## config.mk

```make
export PLATFORM = sky130hd
export DESIGN_NAME = pokey_keyscan_fifo
export DESIGN_NICKNAME = d
export VERILOG_FILES = /design/src/rtl/pokey_io_pkg.sv /design/src/rtl/key_fifo.sv /design/src/rtl/pokey_keyscan_fifo.sv
export SDC_FILE = /design/constraint.sdc
export NUM_CORES = 1
export LEC_CHECK = 0
export ABC_AREA = 1
export CAP_MARGIN = 0
export CORE_ASPECT_RATIO = 1.4
export CORE_MARGIN = 8
export CORE_UTILIZATION = 30
export DETAILED_ROUTE_END_ITERATION = 10
export PLACE_DENSITY = 0.52
export SYNTH_ARGS = -nofsm -noshare
export SYNTH_HDL_FRONTEND = slang
export SYNTH_SLANG_ARGS = --single-unit
```

## constraint.sdc

```tcl
create_clock -name clk179 -period 4.9 [get_ports clk179]
set_clock_uncertainty 0.2 [all_clocks]
set_input_delay 0.98 -clock clk179 [delete_from_list [all_inputs] [get_ports clk179]]
set_output_delay 0.98 -clock clk179 [all_outputs]
set_load 0.02 [all_outputs]
```

## src/rtl/pokey_io_pkg.sv

```systemverilog
// -----------------------------------------------------------------------------
// pokey_io_pkg
// Shared definitions for the POKEY IO block keyboard path: default parameter
// values, the keypad scan FSM state encoding and the encoding of the "no key"
// condition. Key results are carried as a presence flag plus a code. The flag
// says whether any key was seen, so every code value stays a real key index.
// -----------------------------------------------------------------------------
package pokey_io_pkg;

   localparam int DEF_NUM_ROWS   = 4;
   localparam int DEF_NUM_COLS   = 4;
   localparam int DEF_SCAN_DIV   = 64;
   localparam int DEF_DEBOUNCE   = 4;
   localparam int DEF_FIFO_DEPTH = 4;

   typedef enum logic [1:0] {
      ST_IDLE = 2'd0,   // rows undriven, waiting for scan_en
      ST_SCAN = 2'd1,   // one row driven low for SCAN_DIV cycles
      ST_EVAL = 2'd2    // one undriven cycle closing the frame
   } scan_state_e;

   // Presence flag of a key result. When the flag is KEY_NONE, the code that
   // goes with it is held at zero, so {flag, code} can be compared as a whole.
   localparam logic KEY_NONE = 1'b0;
   localparam logic KEY_SEEN = 1'b1;

endpackage

```

## src/rtl/key_fifo.sv

```systemverilog
// -----------------------------------------------------------------------------
// key_fifo
// Small synchronous FIFO holding keyboard codes.
//   clk_i, rst_i   : clock, synchronous active-high reset (clears contents too)
//   push_i, data_i : write request and data
//   pop_i          : consume head; ignored when empty
//   data_o         : head entry
//   full_o/empty_o : occupancy flags
//   count_o        : number of stored entries (0..DEPTH)
// A push while full is accepted only when a pop happens in the same cycle.
// -----------------------------------------------------------------------------
module key_fifo #(
   parameter  int WIDTH = 4,
   parameter  int DEPTH = 4,
   localparam int PTR_W = $clog2(DEPTH),
   localparam int CNT_W = PTR_W + 1
) (
   input  logic             clk_i,
   input  logic             rst_i,
   input  logic             push_i,
   input  logic [WIDTH-1:0] data_i,
   input  logic             pop_i,
   output logic [WIDTH-1:0] data_o,
   output logic             full_o,
   output logic             empty_o,
   output logic [CNT_W-1:0] count_o
);

   logic [WIDTH-1:0] mem_q [DEPTH];
   logic [PTR_W-1:0] wr_ptr_q;
   logic [PTR_W-1:0] rd_ptr_q;
   logic [CNT_W-1:0] count_q;
   logic             pop_ok;
   logic             push_ok;

   assign full_o  = (count_q == CNT_W'(DEPTH));
   assign empty_o = (count_q == '0);
   assign count_o = count_q;
   assign data_o  = mem_q[rd_ptr_q];

   // A pop frees the slot the simultaneous push needs, so full does not block it.
   assign pop_ok  = pop_i & ~empty_o;
   assign push_ok = push_i & (~full_o | pop_ok);

   always_ff @(posedge clk_i) begin
      if (rst_i) begin
         // NOTE: the storage array is reset as well. A reset has to clear the
         // queue contents, and the head must read zero afterwards. That is cheap
         // at this depth. Non-blocking (<=) assignments are used throughout so
         // that every register samples the values from before the clock edge.
         for (int i = 0; i < DEPTH; i++) begin
            mem_q[i] <= '0;
         end
         wr_ptr_q <= '0;
         rd_ptr_q <= '0;
         count_q  <= '0;
      end else begin
         if (push_ok) begin
            mem_q[wr_ptr_q] <= data_i;
            wr_ptr_q        <= wr_ptr_q + 1'b1;  // DEPTH is a power of two: wraps
         end
         if (pop_ok) begin
            rd_ptr_q <= rd_ptr_q + 1'b1;
         end
         case ({push_ok, pop_ok})
            2'b10:   count_q <= count_q + 1'b1;
            2'b01:   count_q <= count_q - 1'b1;
            default: count_q <= count_q;
         endcase
      end
   end

endmodule

```

## src/rtl/pokey_keyscan_fifo.sv

```systemverilog
// -----------------------------------------------------------------------------
// pokey_keyscan_fifo
// This block scans a keypad matrix and debounces the key over whole frames.
// It queues key codes in a FIFO and raises the keyboard IRQ.
//   clk179, rst        : clock, synchronous active-high reset
//   scan_en            : enables scanning; low forces IDLE and forgets the key
//   row_drive_L        : one-hot-low row strobe, all ones when not scanning
//   col_in_L           : column returns (low = pressed), already synchronised
//   kb_code/kb_valid   : FIFO head and not-empty flag
//   kb_pop             : consume the head
//   kb_count           : FIFO occupancy
//   key_held_L         : low while a debounced key is held
//   overflow/ovf_clr   : sticky drop flag and its clear (set wins)
//   irq_en/irq_L       : IRQ enable; active-low pending status
// A frame is NUM_ROWS*SCAN_DIV cycles of row drive and one EVAL cycle.
// -----------------------------------------------------------------------------
module pokey_keyscan_fifo
   import pokey_io_pkg::*;
#(
   parameter  int NUM_ROWS   = DEF_NUM_ROWS,
   parameter  int NUM_COLS   = DEF_NUM_COLS,
   parameter  int SCAN_DIV   = DEF_SCAN_DIV,
   parameter  int DEBOUNCE   = DEF_DEBOUNCE,
   parameter  int FIFO_DEPTH = DEF_FIFO_DEPTH,
   localparam int CODE_W     = $clog2(NUM_ROWS*NUM_COLS),
   localparam int CNT_W      = $clog2(FIFO_DEPTH) + 1
) (
   input  logic                clk179,
   input  logic                rst,
   input  logic                scan_en,
   output logic [NUM_ROWS-1:0] row_drive_L,
   input  logic [NUM_COLS-1:0] col_in_L,
   output logic [CODE_W-1:0]   kb_code,
   output logic                kb_valid,
   input  logic                kb_pop,
   output logic [CNT_W-1:0]    kb_count,
   output logic                key_held_L,
   output logic                overflow,
   input  logic                ovf_clr,
   input  logic                irq_en,
   output logic                irq_L
);

   localparam int ROW_W   = $clog2(NUM_ROWS);
   localparam int COL_W   = (NUM_COLS > 1) ? $clog2(NUM_COLS) : 1;
   localparam int DWELL_W = $clog2(SCAN_DIV);
   localparam int DEB_W   = $clog2(DEBOUNCE + 1);

   localparam logic [ROW_W-1:0]    LAST_ROW   = ROW_W'(NUM_ROWS - 1);
   localparam logic [DWELL_W-1:0]  LAST_DWELL = DWELL_W'(SCAN_DIV - 1);
   localparam logic [DEB_W-1:0]    DEB_MAX    = DEB_W'(DEBOUNCE);
   localparam logic [NUM_ROWS-1:0] ROW0_L     = ~NUM_ROWS'(1);

   // ---------------------------------------------------------------- scan FSM
   scan_state_e         state_q;
   logic [ROW_W-1:0]    row_q;
   logic [DWELL_W-1:0]  dwell_q;
   logic [NUM_ROWS-1:0] row_drive_q;

   always_ff @(posedge clk179) begin
      if (rst || !scan_en) begin
         state_q     <= ST_IDLE;
         row_q       <= '0;
         dwell_q     <= '0;
         row_drive_q <= '1;
      end else begin
         case (state_q)
            ST_IDLE: begin
               state_q     <= ST_SCAN;
               row_q       <= '0;
               dwell_q     <= '0;
               row_drive_q <= ROW0_L;
            end
            ST_SCAN: begin
               if (dwell_q == LAST_DWELL) begin
                  dwell_q <= '0;
                  if (row_q == LAST_ROW) begin
                     state_q     <= ST_EVAL;
                     row_drive_q <= '1;
                  end else begin
                     row_q       <= row_q + 1'b1;
                     row_drive_q <= ~(NUM_ROWS'(1) << (row_q + 1'b1));
                  end
               end else begin
                  dwell_q <= dwell_q + 1'b1;
               end
            end
            ST_EVAL: begin
               state_q     <= ST_SCAN;
               row_q       <= '0;
               dwell_q     <= '0;
               row_drive_q <= ROW0_L;
            end
            default: begin
               state_q     <= ST_IDLE;
               row_drive_q <= '1;
            end
         endcase
      end
   end

   assign row_drive_L = row_drive_q;

   // --------------------------------------------- frame result and debounce
   logic              found_q,    found_d;     // a key was seen this frame
   logic [CODE_W-1:0] fcode_q,    fcode_d;     // lowest key seen this frame
   logic              cand_v_q,   cand_v_d;
   logic [CODE_W-1:0] cand_c_q,   cand_c_d;
   logic [DEB_W-1:0]  cnt_q,      cnt_d;
   logic              stable_v_q, stable_v_d;
   logic [CODE_W-1:0] stable_c_q, stable_c_d;
   logic              event_q,    event_d;     // high in the push cycle
   logic [CODE_W-1:0] ev_code_q,  ev_code_d;   // code to push, held apart from
                                               // stable so a scan stop cannot
                                               // corrupt it

   logic              col_any;
   logic [COL_W-1:0]  col_idx;
   logic [CODE_W-1:0] hit_code;

   always_comb begin
      // NOTE: every variable gets a default before any condition. Otherwise
      // paths that do not assign it would infer latches.
      col_idx = '0;
      for (int c = NUM_COLS - 1; c >= 0; c--) begin
         if (!col_in_L[c]) col_idx = COL_W'(c);  // descending loop: lowest wins
      end
   end

   assign col_any  = ~&col_in_L;
   assign hit_code = CODE_W'(row_q) * CODE_W'(NUM_COLS) + CODE_W'(col_idx);

   always_comb begin
      found_d    = found_q;
      fcode_d    = fcode_q;
      cand_v_d   = cand_v_q;
      cand_c_d   = cand_c_q;
      cnt_d      = cnt_q;
      stable_v_d = stable_v_q;
      stable_c_d = stable_c_q;
      event_d    = 1'b0;
      ev_code_d  = ev_code_q;

      // Rows are scanned in ascending order. The first hit in a frame is
      // therefore the lowest key index, and later hits are ignored.
      if (state_q == ST_SCAN && dwell_q == LAST_DWELL && !found_q && col_any) begin
         found_d = KEY_SEEN;
         fcode_d = hit_code;
      end

      if (state_q == ST_EVAL) begin
         if ({found_q, fcode_q} == {cand_v_q, cand_c_q}) begin
            if (cnt_q != DEB_MAX) cnt_d = cnt_q + 1'b1;
         end else begin
            cand_v_d = found_q;
            cand_c_d = fcode_q;
            cnt_d    = DEB_W'(1);
         end
         if (cnt_d == DEB_MAX && {cand_v_d, cand_c_d} != {stable_v_q, stable_c_q}) begin
            stable_v_d = cand_v_d;
            stable_c_d = cand_c_d;
            event_d    = (cand_v_d == KEY_SEEN);  // a release is not an event
            ev_code_d  = cand_c_d;
         end
         found_d = KEY_NONE;
         fcode_d = '0;
      end

      if (!scan_en) begin
         found_d    = KEY_NONE;
         fcode_d    = '0;
         cand_v_d   = KEY_NONE;
         cand_c_d   = '0;
         cnt_d      = '0;
         stable_v_d = KEY_NONE;
         stable_c_d = '0;
         event_d    = 1'b0;
      end
   end

   always_ff @(posedge clk179) begin
      if (rst) begin
         found_q    <= KEY_NONE;
         fcode_q    <= '0;
         cand_v_q   <= KEY_NONE;
         cand_c_q   <= '0;
         cnt_q      <= '0;
         stable_v_q <= KEY_NONE;
         stable_c_q <= '0;
         event_q    <= 1'b0;
         ev_code_q  <= '0;
      end else begin
         found_q    <= found_d;
         fcode_q    <= fcode_d;
         cand_v_q   <= cand_v_d;
         cand_c_q   <= cand_c_d;
         cnt_q      <= cnt_d;
         stable_v_q <= stable_v_d;
         stable_c_q <= stable_c_d;
         event_q    <= event_d;
         ev_code_q  <= ev_code_d;
      end
   end

   assign key_held_L = (stable_v_q == KEY_NONE);

   // ------------------------------------------------------- FIFO, overflow, IRQ
   logic fifo_full;
   logic fifo_empty;
   logic drop;

   key_fifo #(
      .WIDTH (CODE_W),
      .DEPTH (FIFO_DEPTH)
   ) u_key_fifo (
      .clk_i   (clk179),
      .rst_i   (rst),
      .push_i  (event_q),
      .data_i  (ev_code_q),
      .pop_i   (kb_pop),
      .data_o  (kb_code),
      .full_o  (fifo_full),
      .empty_o (fifo_empty),
      .count_o (kb_count)
   );

   assign kb_valid = ~fifo_empty;
   assign drop     = event_q & fifo_full & ~kb_pop;

   logic ovf_q;
   logic irq_pend_q;

   always_ff @(posedge clk179) begin
      if (rst) begin
         ovf_q      <= 1'b0;
         irq_pend_q <= 1'b0;
      end else begin
         if (drop)         ovf_q <= 1'b1;
         else if (ovf_clr) ovf_q <= 1'b0;

         // A dropped event still requests the interrupt; disable has priority.
         if (!irq_en)      irq_pend_q <= 1'b0;
         else if (event_q) irq_pend_q <= 1'b1;
      end
   end

   assign overflow = ovf_q;
   assign irq_L    = ~irq_pend_q;

endmodule

```

==> summary.md <==
| Metric | Value |
|---|---|
| RSZ-0062 raised after global routing | no |
| Initial Util | 30.8% |
| Final Hold Violating Endpoints | 0 |
| Mapped Cells | 359 |
| Total grt overflow | 0 |
| Clock tree from TritonCTS | built |
| Fmax | 0.318 GHz |
| H-tree depth | 3 |
| Die Y | 132 um |
| Worst-Skew Late Latency | 0.32 ns |
| Status | finished clean |
| Peak VDD IR | 170 uV |
| Crit end category | flop |
| Area delta synth->final | 21.5% |
| I/O Buffers | 24 |
| Critical Setup Path Class | input pin to flop |
| Period minus WS final | 3.15 ns |
| Vias per cell | 4.70 |
| Clock transition at path regs | 0.05 ns |
| Synth Flop Type | dfxtp_1 |
| Largest net degree at the start of global routing | 14 |
| Multi-input logic area | 1210 um^2 |
| DRT Pass-1 Iters | 4 |
| ANT cells | 0 |
| Hold buffer count at cts | 0 |
| Residual DRC count | 0 |
| Sequential share of the synthesized area | 49.7% |
| DRT Wirelength | 6.20 mm |
| Crit path max-delay cell type | clkdlybuf4s50_1 |
| Die W | 99.1 um |
| Gpl congestion | 0.773 |
| Yosys reg bits | 64 |
| First-pass GRT wire length | 10.8 mm |
| CTS sink count | 64 |
| Data required, critical path | 4.88 ns |
| Min-delay worst type | flop to flop |
| Post-Syn Nets | 379 |
| Slowest stage delay, CP | 0.62 ns |
| Final setup fails | 0 |
| Clk buf depth | 2 |
| Post-cts resize count | 0 |
| Initial drt markers | 97 |
| I/O pins | 25 |
| Sequential cell area | 1440 um^2 |
| Post-CTS Setup Bufs | 0 |
| Largest delay share family, worst path | buffers and inverters |
| Period utilization | 64.3% |
| Post-Syn Area | 2900 um^2 |
| Ys Warns | 0 |
| PwrDens | 336 nW/um^2 |
| Post-synth ARST share | 0% |
| Dpl ws | 1.38 ns |
| Vias in the first global route | 2,362 |
| CP cell instances | clkdlybuf4s50_1, inv_1, nand2_2, clkinv_1, o21ai_1, o22ai_1 |
| Commonest non-fill, non-tap cell in the layout | nand2_1 |
| Least-Margin Pin Slew | 0.859 ns |
| Most frequent cells in the layout | nand2_1, inv_1, nor2_1, dfxtp_1, a21oi_1 |
| CP arrival | 3.13 ns |
| Die footprint | 13,100 um^2 |
| Crit path max fanout | 13 |
| Max-slew violations | 0 |
| Post-synth EDFFs | 16 |
| Layout cells sized above 1 | 7.38% |
| R2R Setup Slk | 2.61 ns |
| Post-route ant nets | 0 |
| Layout fillers | 968 |
| Worst path bufs/invs | 3 |
| DPL Wire Length | 4.83 mm |
| Initial antenna violation count | 0 |
| Gr usage total | 10.4% |
| Core area | 9410 um^2 |
| Root cell of the clock tree | clkbuf_16 |
| Setup ws final | 1.75 ns |
| Syn avg cell area | 8.07 um^2 |
| Final nets | 408 |
| Setup TNS | 0 ns |
| Routed len/inst | 12.3 um |
| Vias | 2,366 |
| Cell variety after synth | 36 |
| Max transition margin | 42.4% |
| Critical path launch point type | input pin |
| Post-layout util | 37.4% |
| Rows | 42 |
| TritonCTS Buffers | 9 |
| Max Cap Viol | 0 |
| Leakage | 1.29 nW |
## report_power, final
part	leakage (nW)	switching (mW)	internal, mW
Sequential	0.539	0.00424	0.550
Clock	0.141	0.221	0.370
Combinational	0.614	0.0237	0.0165
## cell type report
type	instances	share of cell area, %
clock inverter	5	0.817
multi-input combinational	234	34.5
timing repair buffer	24	6.82
clock buffer	11	7.21
sequential	64	40.9
tap	110	3.91
inverter	55	5.86
## through the flow
step	hold slack [ns]	cells	cell area [um^2]	power (mW)
final	0.260	503	3520	1.19
after global routing	0.288	503	3520	1.23
after CTS	0.263	503	3520	1.20
after detailed placement	0.256	487	3240	0.606
after global placement	0.248	487	3240	0.605
after floorplan	0.236	359	2900	0.586
## logic make-up (layout without fill, tap and decap cells)
kind of cell | Yosys count | count (layout) | synth area share (%)
buffers and inverters | 61 | 95 | 8.38
adder cells (fa/ha/maj) | 10 | 10 | 4.58
flip-flops | 64 | 64 | 49.7
XOR/XNOR | 3 | 3 | 0.907
AO/OA/AOI/OAI | 74 | 74 | 14.3
AND/OR/NAND/NOR | 147 | 147 | 22.1
## sequential cells by signal, indices dropped and copies added, names as in the netlist, 4 cells and up, named ones only
register	count
dwell_q	6
cand_c_q	4
fcode_q	4
stable_c_q	4
ev_code_q	4
u_key_fifo.mem_q	16
row_drive_L	4
## path summary, 6_finish.rpt
path,from,endpoint,cells after the start
worst max-delay path,rst,cnt_q[1]$_SDFFE_PP0P_,6
worst min-delay path,ev_code_q[3]$_SDFFE_PP0P_,ev_code_q[3]$_SDFFE_PP0P_,2
worst max register to register,u_key_fifo.count_o[2]$_SDFFE_PP0P_,u_key_fifo.count_o[2]$_SDFFE_PP0P_,11
worst min register to register,ev_code_q[3]$_SDFFE_PP0P_,ev_code_q[3]$_SDFFE_PP0P_,2
## per-layer routing
layer  GRT usage (%)  vias up  wire length, um
met1            10.5     1089             2570
met4            5.24        0              136
met3            3.44       11              197
met5               0        -                0
li1                -     1234                -
met2            18.4       32             3290
## tightest hold or removal path, cell delays in order (launching register included)
cell and delay, ns:
dfxtp_1 0.30, nand2_1 0.06, a21oi_1 0.05
## synthesized netlist by cell type, drive strengths merged, types with 3 or more instances
library cell	number	area share (%)
nand3	17	3.3
o22ai	11	2.4
dfxtp	48	33
edfxtp	16	17
buf	4	0.99
inv	54	7.0
a211oi	3	0.78
nand2	69	9.1
o21ai	26	4.6
ha	9	3.9
a21oi	27	4.7
nor2	51	7.0
o211ai	4	1.0
nand4	4	1.4
No activity file was read; power rests on OpenSTA's default activity.
